--- config.mk ---
export PLATFORM = sky130hd
export DESIGN_NAME = vga_note_sched_flat
export DESIGN_NICKNAME = d
export VERILOG_FILES = /design/src/rtl/vga_note_sched_if.sv /design/src/rtl/vga_note_sched.sv /design/src/flat_wrapper.sv
export SDC_FILE = /design/constraint.sdc
export NUM_CORES = 1
export LEC_CHECK = 0
export ABC_AREA = 1
export CORE_UTILIZATION = 59
export CTS_BUF_LIST = sky130_fd_sc_hd__clkbuf_8 sky130_fd_sc_hd__clkbuf_16
export DETAILED_ROUTE_END_ITERATION = 6
export GPL_TIMING_DRIVEN = 0
export PLACE_DENSITY = 0.8
export SKIP_LAST_GASP = 1
export SLEW_MARGIN = 20
export SYNTH_ARGS = -nofsm -noshare
export SYNTH_HDL_FRONTEND = slang
export SYNTH_SLANG_ARGS = --single-unit
export TNS_END_PERCENT = 10
--- constraint.sdc ---
create_clock -name vga_clk -period 1.9 [get_ports vga_clk]
set_clock_uncertainty 0.05 [all_clocks]
set_input_delay 0.57 -clock vga_clk [delete_from_list [all_inputs] [get_ports vga_clk]]
set_output_delay 0.57 -clock vga_clk [all_outputs]
set_load 0.005 [all_outputs]
--- src/rtl/vga_note_sched_if.sv ---
// ----------------------------------------------------------------------------
// vga_note_sched_if
//
// Purpose:
//   Bundles the signals between the note sources, the VGA timing controller
//   and the picture generator on one side, and the frame-synchronous note
//   scheduler on the other side.
//
// Signals:
//   vsync        timing controller -> scheduler, active-low vertical sync
//   live_req     live keyboard update strobe
//   live_note    live key state, valid while live_req is high
//   live_gnt     scheduler -> live source, one-cycle acknowledge
//   play_req     autoplay update strobe
//   play_note    autoplay key state, valid while play_req is high
//   play_gnt     scheduler -> autoplay source, one-cycle acknowledge
//   note_out     committed display vector for the picture generator
//   src_out      source of the last committed vector (00 none, 01 live, 10 play)
//   commit_pulse one-cycle pulse when note_out takes a new value
//
// Modports:
//   master  the environment side (sources, timing controller, display)
//   slave   the scheduler
// ----------------------------------------------------------------------------
interface vga_note_sched_if #(
    parameter int NUM_KEYS = 8
);
    logic                vsync;
    logic                live_req;
    logic [NUM_KEYS-1:0] live_note;
    logic                live_gnt;
    logic                play_req;
    logic [NUM_KEYS-1:0] play_note;
    logic                play_gnt;
    logic [NUM_KEYS-1:0] note_out;
    logic [1:0]          src_out;
    logic                commit_pulse;

    modport master (
        output vsync,
        output live_req,
        output live_note,
        output play_req,
        output play_note,
        input  live_gnt,
        input  play_gnt,
        input  note_out,
        input  src_out,
        input  commit_pulse
    );

    modport slave (
        input  vsync,
        input  live_req,
        input  live_note,
        input  play_req,
        input  play_note,
        output live_gnt,
        output play_gnt,
        output note_out,
        output src_out,
        output commit_pulse
    );
endinterface

--- src/rtl/vga_note_sched.sv ---
// ----------------------------------------------------------------------------
// vga_note_sched
//
// Purpose:
//   Frame-synchronous scheduler between the note sources and the VGA keyboard
//   picture generator. Live keyboard and autoplay updates are arbitrated
//   (live wins) into a single staging register. The staged vector is only
//   committed to note_out on the falling edge of vsync, so the picture never
//   tears mid-frame. A per-key hold counter keeps every staged key lit for at
//   least HOLD_FRAMES frames.
//
// Parameters:
//   NUM_KEYS     width of every note vector
//   HOLD_FRAMES  minimum frames a staged key stays lit (1..255)
//
// Ports:
//   vga_clk      pixel clock, the only clock
//   sys_rst_n    asynchronous active-low reset
//   bus          vga_note_sched_if slave modport (vsync, live/play request
//                and grant, note_out, src_out, commit_pulse)
// ----------------------------------------------------------------------------
module vga_note_sched #(
    parameter int NUM_KEYS    = 8,
    parameter int HOLD_FRAMES = 6
) (
    input  logic              vga_clk,
    input  logic              sys_rst_n,
    vga_note_sched_if.slave   bus
);

    localparam int              HOLD_W      = 8;
    localparam logic [HOLD_W-1:0] HOLD_RELOAD = HOLD_W'(HOLD_FRAMES - 1);

    localparam logic [1:0] SRC_NONE = 2'b00;
    localparam logic [1:0] SRC_LIVE = 2'b01;
    localparam logic [1:0] SRC_PLAY = 2'b10;

    typedef enum logic {
        RUN    = 1'b0,
        COMMIT = 1'b1
    } state_t;

    state_t state_q;
    state_t state_d;

    logic                vs_d;
    logic                frame_edge;
    logic                commit_en;

    logic [NUM_KEYS-1:0] pending;
    logic [NUM_KEYS-1:0] pending_d;
    logic [1:0]          pending_src;
    logic [1:0]          pending_src_d;
    logic                live_gnt_q;
    logic                live_gnt_d;
    logic                play_gnt_q;
    logic                play_gnt_d;

    logic [HOLD_W-1:0]   hold   [NUM_KEYS];
    logic [HOLD_W-1:0]   hold_d [NUM_KEYS];
    logic [NUM_KEYS-1:0] lit_d;

    logic [NUM_KEYS-1:0] note_q;
    logic [1:0]          src_q;
    logic                commit_q;

    // One key's commit step: returns {lit, next_hold}. A staged key reloads
    // the counter (restart, never accumulate); an unstaged key with a running
    // counter stays lit and counts down; the counter saturates at zero.
    function automatic logic [HOLD_W:0] hold_step(input logic              staged,
                                                  input logic [HOLD_W-1:0] cnt);
        if (staged) begin
            return {1'b1, HOLD_RELOAD};
        end else if (cnt != '0) begin
            return {1'b1, cnt - HOLD_W'(1)};
        end else begin
            return {1'b0, cnt};
        end
    endfunction

    // vs_d resets to 0, so a vsync already low at reset release is not
    // mistaken for a frame boundary.
    assign frame_edge = vs_d & ~bus.vsync;

    // ---------------------------------------------------------------- FSM
    always_ff @(posedge vga_clk or negedge sys_rst_n) begin
        if (!sys_rst_n) begin
            state_q <= RUN;
        end else begin
            state_q <= state_d;
        end
    end

    // A frame_edge during COMMIT cannot happen with legal VGA timing and is
    // deliberately ignored.
    always_comb begin
        state_d   = state_q;
        commit_en = 1'b0;
        case (state_q)
            RUN: begin
                if (frame_edge) begin
                    state_d = COMMIT;
                end
            end
            COMMIT: begin
                commit_en = 1'b1;
                state_d   = RUN;
            end
            default: begin
                state_d = RUN;
            end
        endcase
    end

    // ---------------------------------------------------------------- arbitration
    // Runs in every state, including COMMIT: a capture during COMMIT lands in
    // pending after the commit has sampled it, so it belongs to the next frame.
    always_comb begin
        pending_d     = pending;
        pending_src_d = pending_src;
        live_gnt_d    = 1'b0;
        play_gnt_d    = 1'b0;
        if (bus.live_req) begin
            pending_d     = bus.live_note;
            pending_src_d = SRC_LIVE;
            live_gnt_d    = 1'b1;
        end else if (bus.play_req) begin
            pending_d     = bus.play_note;
            pending_src_d = SRC_PLAY;
            play_gnt_d    = 1'b1;
        end
    end

    // ---------------------------------------------------------------- commit datapath
    always_comb begin
        hold_d = hold;
        lit_d  = '0;
        for (int i = 0; i < NUM_KEYS; i++) begin
            {lit_d[i], hold_d[i]} = hold_step(pending[i], hold[i]);
        end
    end

    // ---------------------------------------------------------------- registers
    always_ff @(posedge vga_clk or negedge sys_rst_n) begin
        if (!sys_rst_n) begin
            vs_d        <= 1'b0;
            pending     <= '0;
            pending_src <= SRC_NONE;
            live_gnt_q  <= 1'b0;
            play_gnt_q  <= 1'b0;
            note_q      <= '0;
            src_q       <= SRC_NONE;
            commit_q    <= 1'b0;
            for (int i = 0; i < NUM_KEYS; i++) begin
                hold[i] <= '0;
            end
        end else begin
            vs_d        <= bus.vsync;
            pending     <= pending_d;
            pending_src <= pending_src_d;
            live_gnt_q  <= live_gnt_d;
            play_gnt_q  <= play_gnt_d;
            commit_q    <= commit_en;
            if (commit_en) begin
                note_q <= lit_d;
                src_q  <= pending_src;
                for (int i = 0; i < NUM_KEYS; i++) begin
                    hold[i] <= hold_d[i];
                end
            end
        end
    end

    assign bus.note_out     = note_q;
    assign bus.src_out      = src_q;
    assign bus.commit_pulse = commit_q;
    assign bus.live_gnt     = live_gnt_q;
    assign bus.play_gnt     = play_gnt_q;

endmodule

--- src/flat_wrapper.sv ---
// flat-port wrapper written by rule: the top's interface ports become plain ports
module vga_note_sched_flat 
#(
    parameter int NUM_KEYS    = 8,
    parameter int HOLD_FRAMES = 6
)
  (vga_clk, sys_rst_n, bus_vsync, bus_live_req, bus_live_note, bus_play_req, bus_play_note, bus_live_gnt, bus_play_gnt, bus_note_out, bus_src_out, bus_commit_pulse);
  vga_note_sched_if #(.NUM_KEYS(NUM_KEYS)) bus_i ();
  input  logic vga_clk;
  input  logic sys_rst_n;
  input wire logic [$bits(bus_i.vsync)-1:0] bus_vsync;
  input wire logic [$bits(bus_i.live_req)-1:0] bus_live_req;
  input wire logic [$bits(bus_i.live_note)-1:0] bus_live_note;
  input wire logic [$bits(bus_i.play_req)-1:0] bus_play_req;
  input wire logic [$bits(bus_i.play_note)-1:0] bus_play_note;
  output wire logic [$bits(bus_i.live_gnt)-1:0] bus_live_gnt;
  output wire logic [$bits(bus_i.play_gnt)-1:0] bus_play_gnt;
  output wire logic [$bits(bus_i.note_out)-1:0] bus_note_out;
  output wire logic [$bits(bus_i.src_out)-1:0] bus_src_out;
  output wire logic [$bits(bus_i.commit_pulse)-1:0] bus_commit_pulse;
  assign bus_i.vsync = bus_vsync;
  assign bus_i.live_req = bus_live_req;
  assign bus_i.live_note = bus_live_note;
  assign bus_i.play_req = bus_play_req;
  assign bus_i.play_note = bus_play_note;
  assign bus_live_gnt = bus_i.live_gnt;
  assign bus_play_gnt = bus_i.play_gnt;
  assign bus_note_out = bus_i.note_out;
  assign bus_src_out = bus_i.src_out;
  assign bus_commit_pulse = bus_i.commit_pulse;
  vga_note_sched #(.NUM_KEYS(NUM_KEYS), .HOLD_FRAMES(HOLD_FRAMES)) u_core (.vga_clk(vga_clk), .sys_rst_n(sys_rst_n), .bus(bus_i));
endmodule
==> results.yml <==
cells_and_area:
  layout.filler_cells: 639
  insertedDiodeCount: 0
  multi_input_area_mm2: 0.00230
  design.final.nets: 698
  area.growth.synth_to_final_pct: 14.7
  drive_above_1_share_pct: 9.61
  area.sequential_mm2: 0.00223
setup_path:
  worst_ep_required_time_ps: 1280
  timing.setup.critical_path_class: "reg2out"
  critical_path.startpoint_type: "flop"
  worst-path-buf-inv: 1
  cp.arrival_ps: 1250
  max_incr_delay_on_cp_ps: 510
  regToRegSetupSlack_ps: 350
  crit_chain: "clkdlybuf4s50_1"
  critical-path-top-delay-family: "buffers and inverters"
  critical-path-slowest-cell: "clkdlybuf4s50_1"
  critical_path_peak_fanout: 2
  reg2reg_depth: 9
  timing.critical_path.to_type: "output port"
  crit-reg2reg-launch: "u_core.hold[32]"
  critical_path.reg2reg.endpoint: "u_core.hold[36]"
yosys:
  syn-instance-count: 615
  yosys.area.top_type_share_pct: 45.8
  postSynthRegisterBits: 89
  synth-warning-count: 0
  synth.cells.most_frequent: "nand2_1, dfrtp_1, nand3_1, inv_1, nor2_1"
  synth-async-reset-ratio_pct: 100
  synth_top_cell_by_area: "dfrtp_1"
  synthesis.area_per_instance_um2: 7.91
  synth_cell_type_count: 30
  number_of_enable_flip_flop_cells_after_synthesis: 0
  yosys.cell_count.top_type: "nand2_1"
  synthFlopType: "dfrtp_1"
  yosysSeqAreaShare_pct: 45.8
  synth_area_leaders: "dfrtp_1, nand2_1, nand3_1"
  post_synth_instance_area_mm2: 0.00487
  post_syn_nets: 652
global_route:
  grt_use_met2_pct: 41.7
  via_count_of_the_first_global_routing_pass: 3822
  grt_util_all_layers_pct: 25.2
  grt_start_max_net_pins: 60
  grt_pass1_wl_mm: 17.0
  grt_use_met3_pct: 3.04
  grt_antenna_before_repair: 0
  grt_met1_usage_pct: 33.2
  busiest_layer: "met2"
  overflow: 0
place:
  gp_congestion: 0.939
  post-dp-hpwl_mm: 7.19
  portbufs: 33
  preCtsSetupSlack_ps: -197
hold_path:
  min_path_type: "in2async"
cts:
  tritoncts: "done"
  clkSlewWorstSetupHoldPaths_ps: 90
  cts-resized-gates: 0
  clock_tree.root_cell: "clkbuf_8"
  cts.htree.levels: 3
  postCtsHoldBufs: 0
  cts.repair_timing.setup_buffer_count: 0
  cts.sinks: 89
  tritoncts.num_buffers: 9
  worst_skew_pair.late_latency_ps: 360
  clockBufferDepth: 2
routing:
  number_of_nets_still_failing_antenna_checks_after_routing: 0
  post_drt_via_cell_ratio: 5.23
  detail_route.wirelength_mm: 9.93
  via_count: 4019
  wire_per_inst_um: 12.9
  detailed_router_iteration_count_before_antenna_repair: 4
  drt-initial-drc-count: 238
  drc_errors: 0
sta:
  worst_slew_margin_rel_pct: 48.6
  final_max_slew_viol_count: 0
  final-hold-violation-count: 0
  final.min_clock_period_ps: 1870
  setup_viol_count_final: 0
  timing.fmax_mhz: 535
  timing.final.crit_share_pct: 98.5
  worst_pin_slew_ps: 768
  postLayoutSetupSlackWorst_ps: 29.4
  rsz0062_at_grt: "no"
die:
  dieHeight_um: 92.8
  die_w_um: 92.8
  ioPinCount: 34
  die_area_mm2: 0.00862
  start_util_pct: 62.0
  core_area_mm2: 0.00785
  core.rowCount: 32
pwr:
  total_power_of_the_final_layout_w: 0.00804
  combinationalPowerShare_pct: 43.9
  leakage_power_nw: 2.81
  sequentialPowerShare_pct: 38.3
  cellPowerDensity_mw_per_mm2: 1440
  ir_worst_vdd_uv: 657
  internal_power_w: 0.00471
  p_switching_w: 0.00333
  power.share.clock_pct: 17.8
  net_switching_fraction_of_the_power_pct: 41.4
job:
  number_of_max_cap_violations: 0
outcome:
  run_status: "completed"
## per-layer routing
layer  routed length [um]  part of all wire [%]  vias up
met4                  227                   2.3        0
met5                    0                     0        -
li1                     -                     -     2044
met2                 4710                    47       86
met1                 4570                    46     1871
met3                  425                   4.3       18
## kinds of logic (layout without fill, tap and decap cells)
| family | count (synthesis) | in the layout | share of synthesized area, % |
|---|---|---|---|
| AO/OA/AOI/OAI | 57 | 57 | 6.58 |
| XOR/XNOR | 24 | 24 | 4.32 |
| adder cells (fa/ha/maj) | 16 | 16 | 4.11 |
| buffers and inverters | 86 | 137 | 6.99 |
| flip-flops | 89 | 89 | 45.8 |
| AND/OR/NAND/NOR | 343 | 343 | 32.2 |
## cell type report
| cell class | count | share of cell area (%) |
|---|---|---|
| Multi-Input combinational cell | 440 | 41.2 |
| Sequential cell | 89 | 39.9 |
| Timing Repair Buffer | 35 | 6.50 |
| Inverter | 81 | 5.58 |
| Clock buffer | 11 | 2.71 |
| Tap cell | 102 | 2.29 |
| Clock inverter | 5 | 1.28 |
| Buffer | 5 | 0.516 |
## power by group through the flow
stage	Clock, W	Sequential, W	Combinational, W
floorplan	0	0.00299	0.00278
global placement	0	0.00307	0.00333
detailed placement	0	0.00310	0.00351
CTS	0.00147	0.00307	0.00352
global route	0.00153	0.00317	0.00405
finish	0.00143	0.00308	0.00353
## placed cells by master (no fill, tap or decap)
cell type | synthesis | routed
or2_2 | 1 | 1
o21ai_0 | 19 | 19
o22ai_2 | 1 | 1
nand3_1 | 74 | 74
xnor2_1 | 1 | 1
o22ai_1 | 10 | 10
inv_1 | 72 | 75
dfrtp_1 | 89 | 89
inv_4 | 3 | 3
clkbuf_8 | 0 | 11
nand2_4 | 5 | 5
clkbuf_1 | 1 | 1
nand2_1 | 172 | 172
nand2_2 | 6 | 6
nor2_1 | 53 | 53
nand3_2 | 1 | 1
inv_2 | 6 | 6
buf_4 | 2 | 4
o21bai_1 | 1 | 1
bufinv_16 | 0 | 2
nor2_2 | 9 | 9
a21oi_1 | 6 | 6
ha_1 | 16 | 16
a21boi_1 | 1 | 1
buf_16 | 0 | 1
a21o_1 | 1 | 1
nand4_1 | 10 | 10
buf_2 | 2 | 2
or2_1 | 2 | 2
nor2_4 | 10 | 10
o21ai_2 | 2 | 2
o21ai_1 | 16 | 16
clkdlybuf4s50_1 | 0 | 32
xor2_1 | 23 | 23
## state kept, by name, summed over array words and instances (netlist names)
signal,cells
u_core.bus.commit_pulse,1
u_core.bus.live_gnt,1
u_core.bus.note_out,8
u_core.bus.play_gnt,1
u_core.bus.src_out,2
u_core.hold,64
u_core.pending,8
u_core.pending_src,2
u_core.state_q,1
u_core.vs_d,1
## worst max path at each step
| stage | slack, ps | cells past startpoint | from | endpoint |
|---|---|---|---|---|
| after floorplan | 520 | 9 | u_core.hold[25] | u_core.hold[27] |
| after global placement | -3020 | 1 | sys_rst_n | u_core.hold[59] |
| after detailed placement | -200 | 5 | bus_play_req | u_core.pending[1] |
| after CTS | 5 | 1 | u_core.bus.note_out[6] | bus_note_out[6] |
| after global routing | 0.2 | 1 | u_core.bus.note_out[6] | bus_note_out[6] |
| final | 30 | 1 | u_core.bus.note_out[6] | bus_note_out[6] |
## per-stage QoR
stage                     cell area (um2)  setup TNS, ps  utilization (%)  std cells  hold WS, ps
final                                5580              0             71.1        768         88.8
after global routing                 5580              0             71.1        768          117
after CTS                            5570              0             71.0        767         97.5
after detailed placement             5350          -1530             68.2        751          391
after global placement               5330        -269530             67.9        750          381
after floorplan                      4870              0                -        615          224
Power figures use the tool's default switching activity.
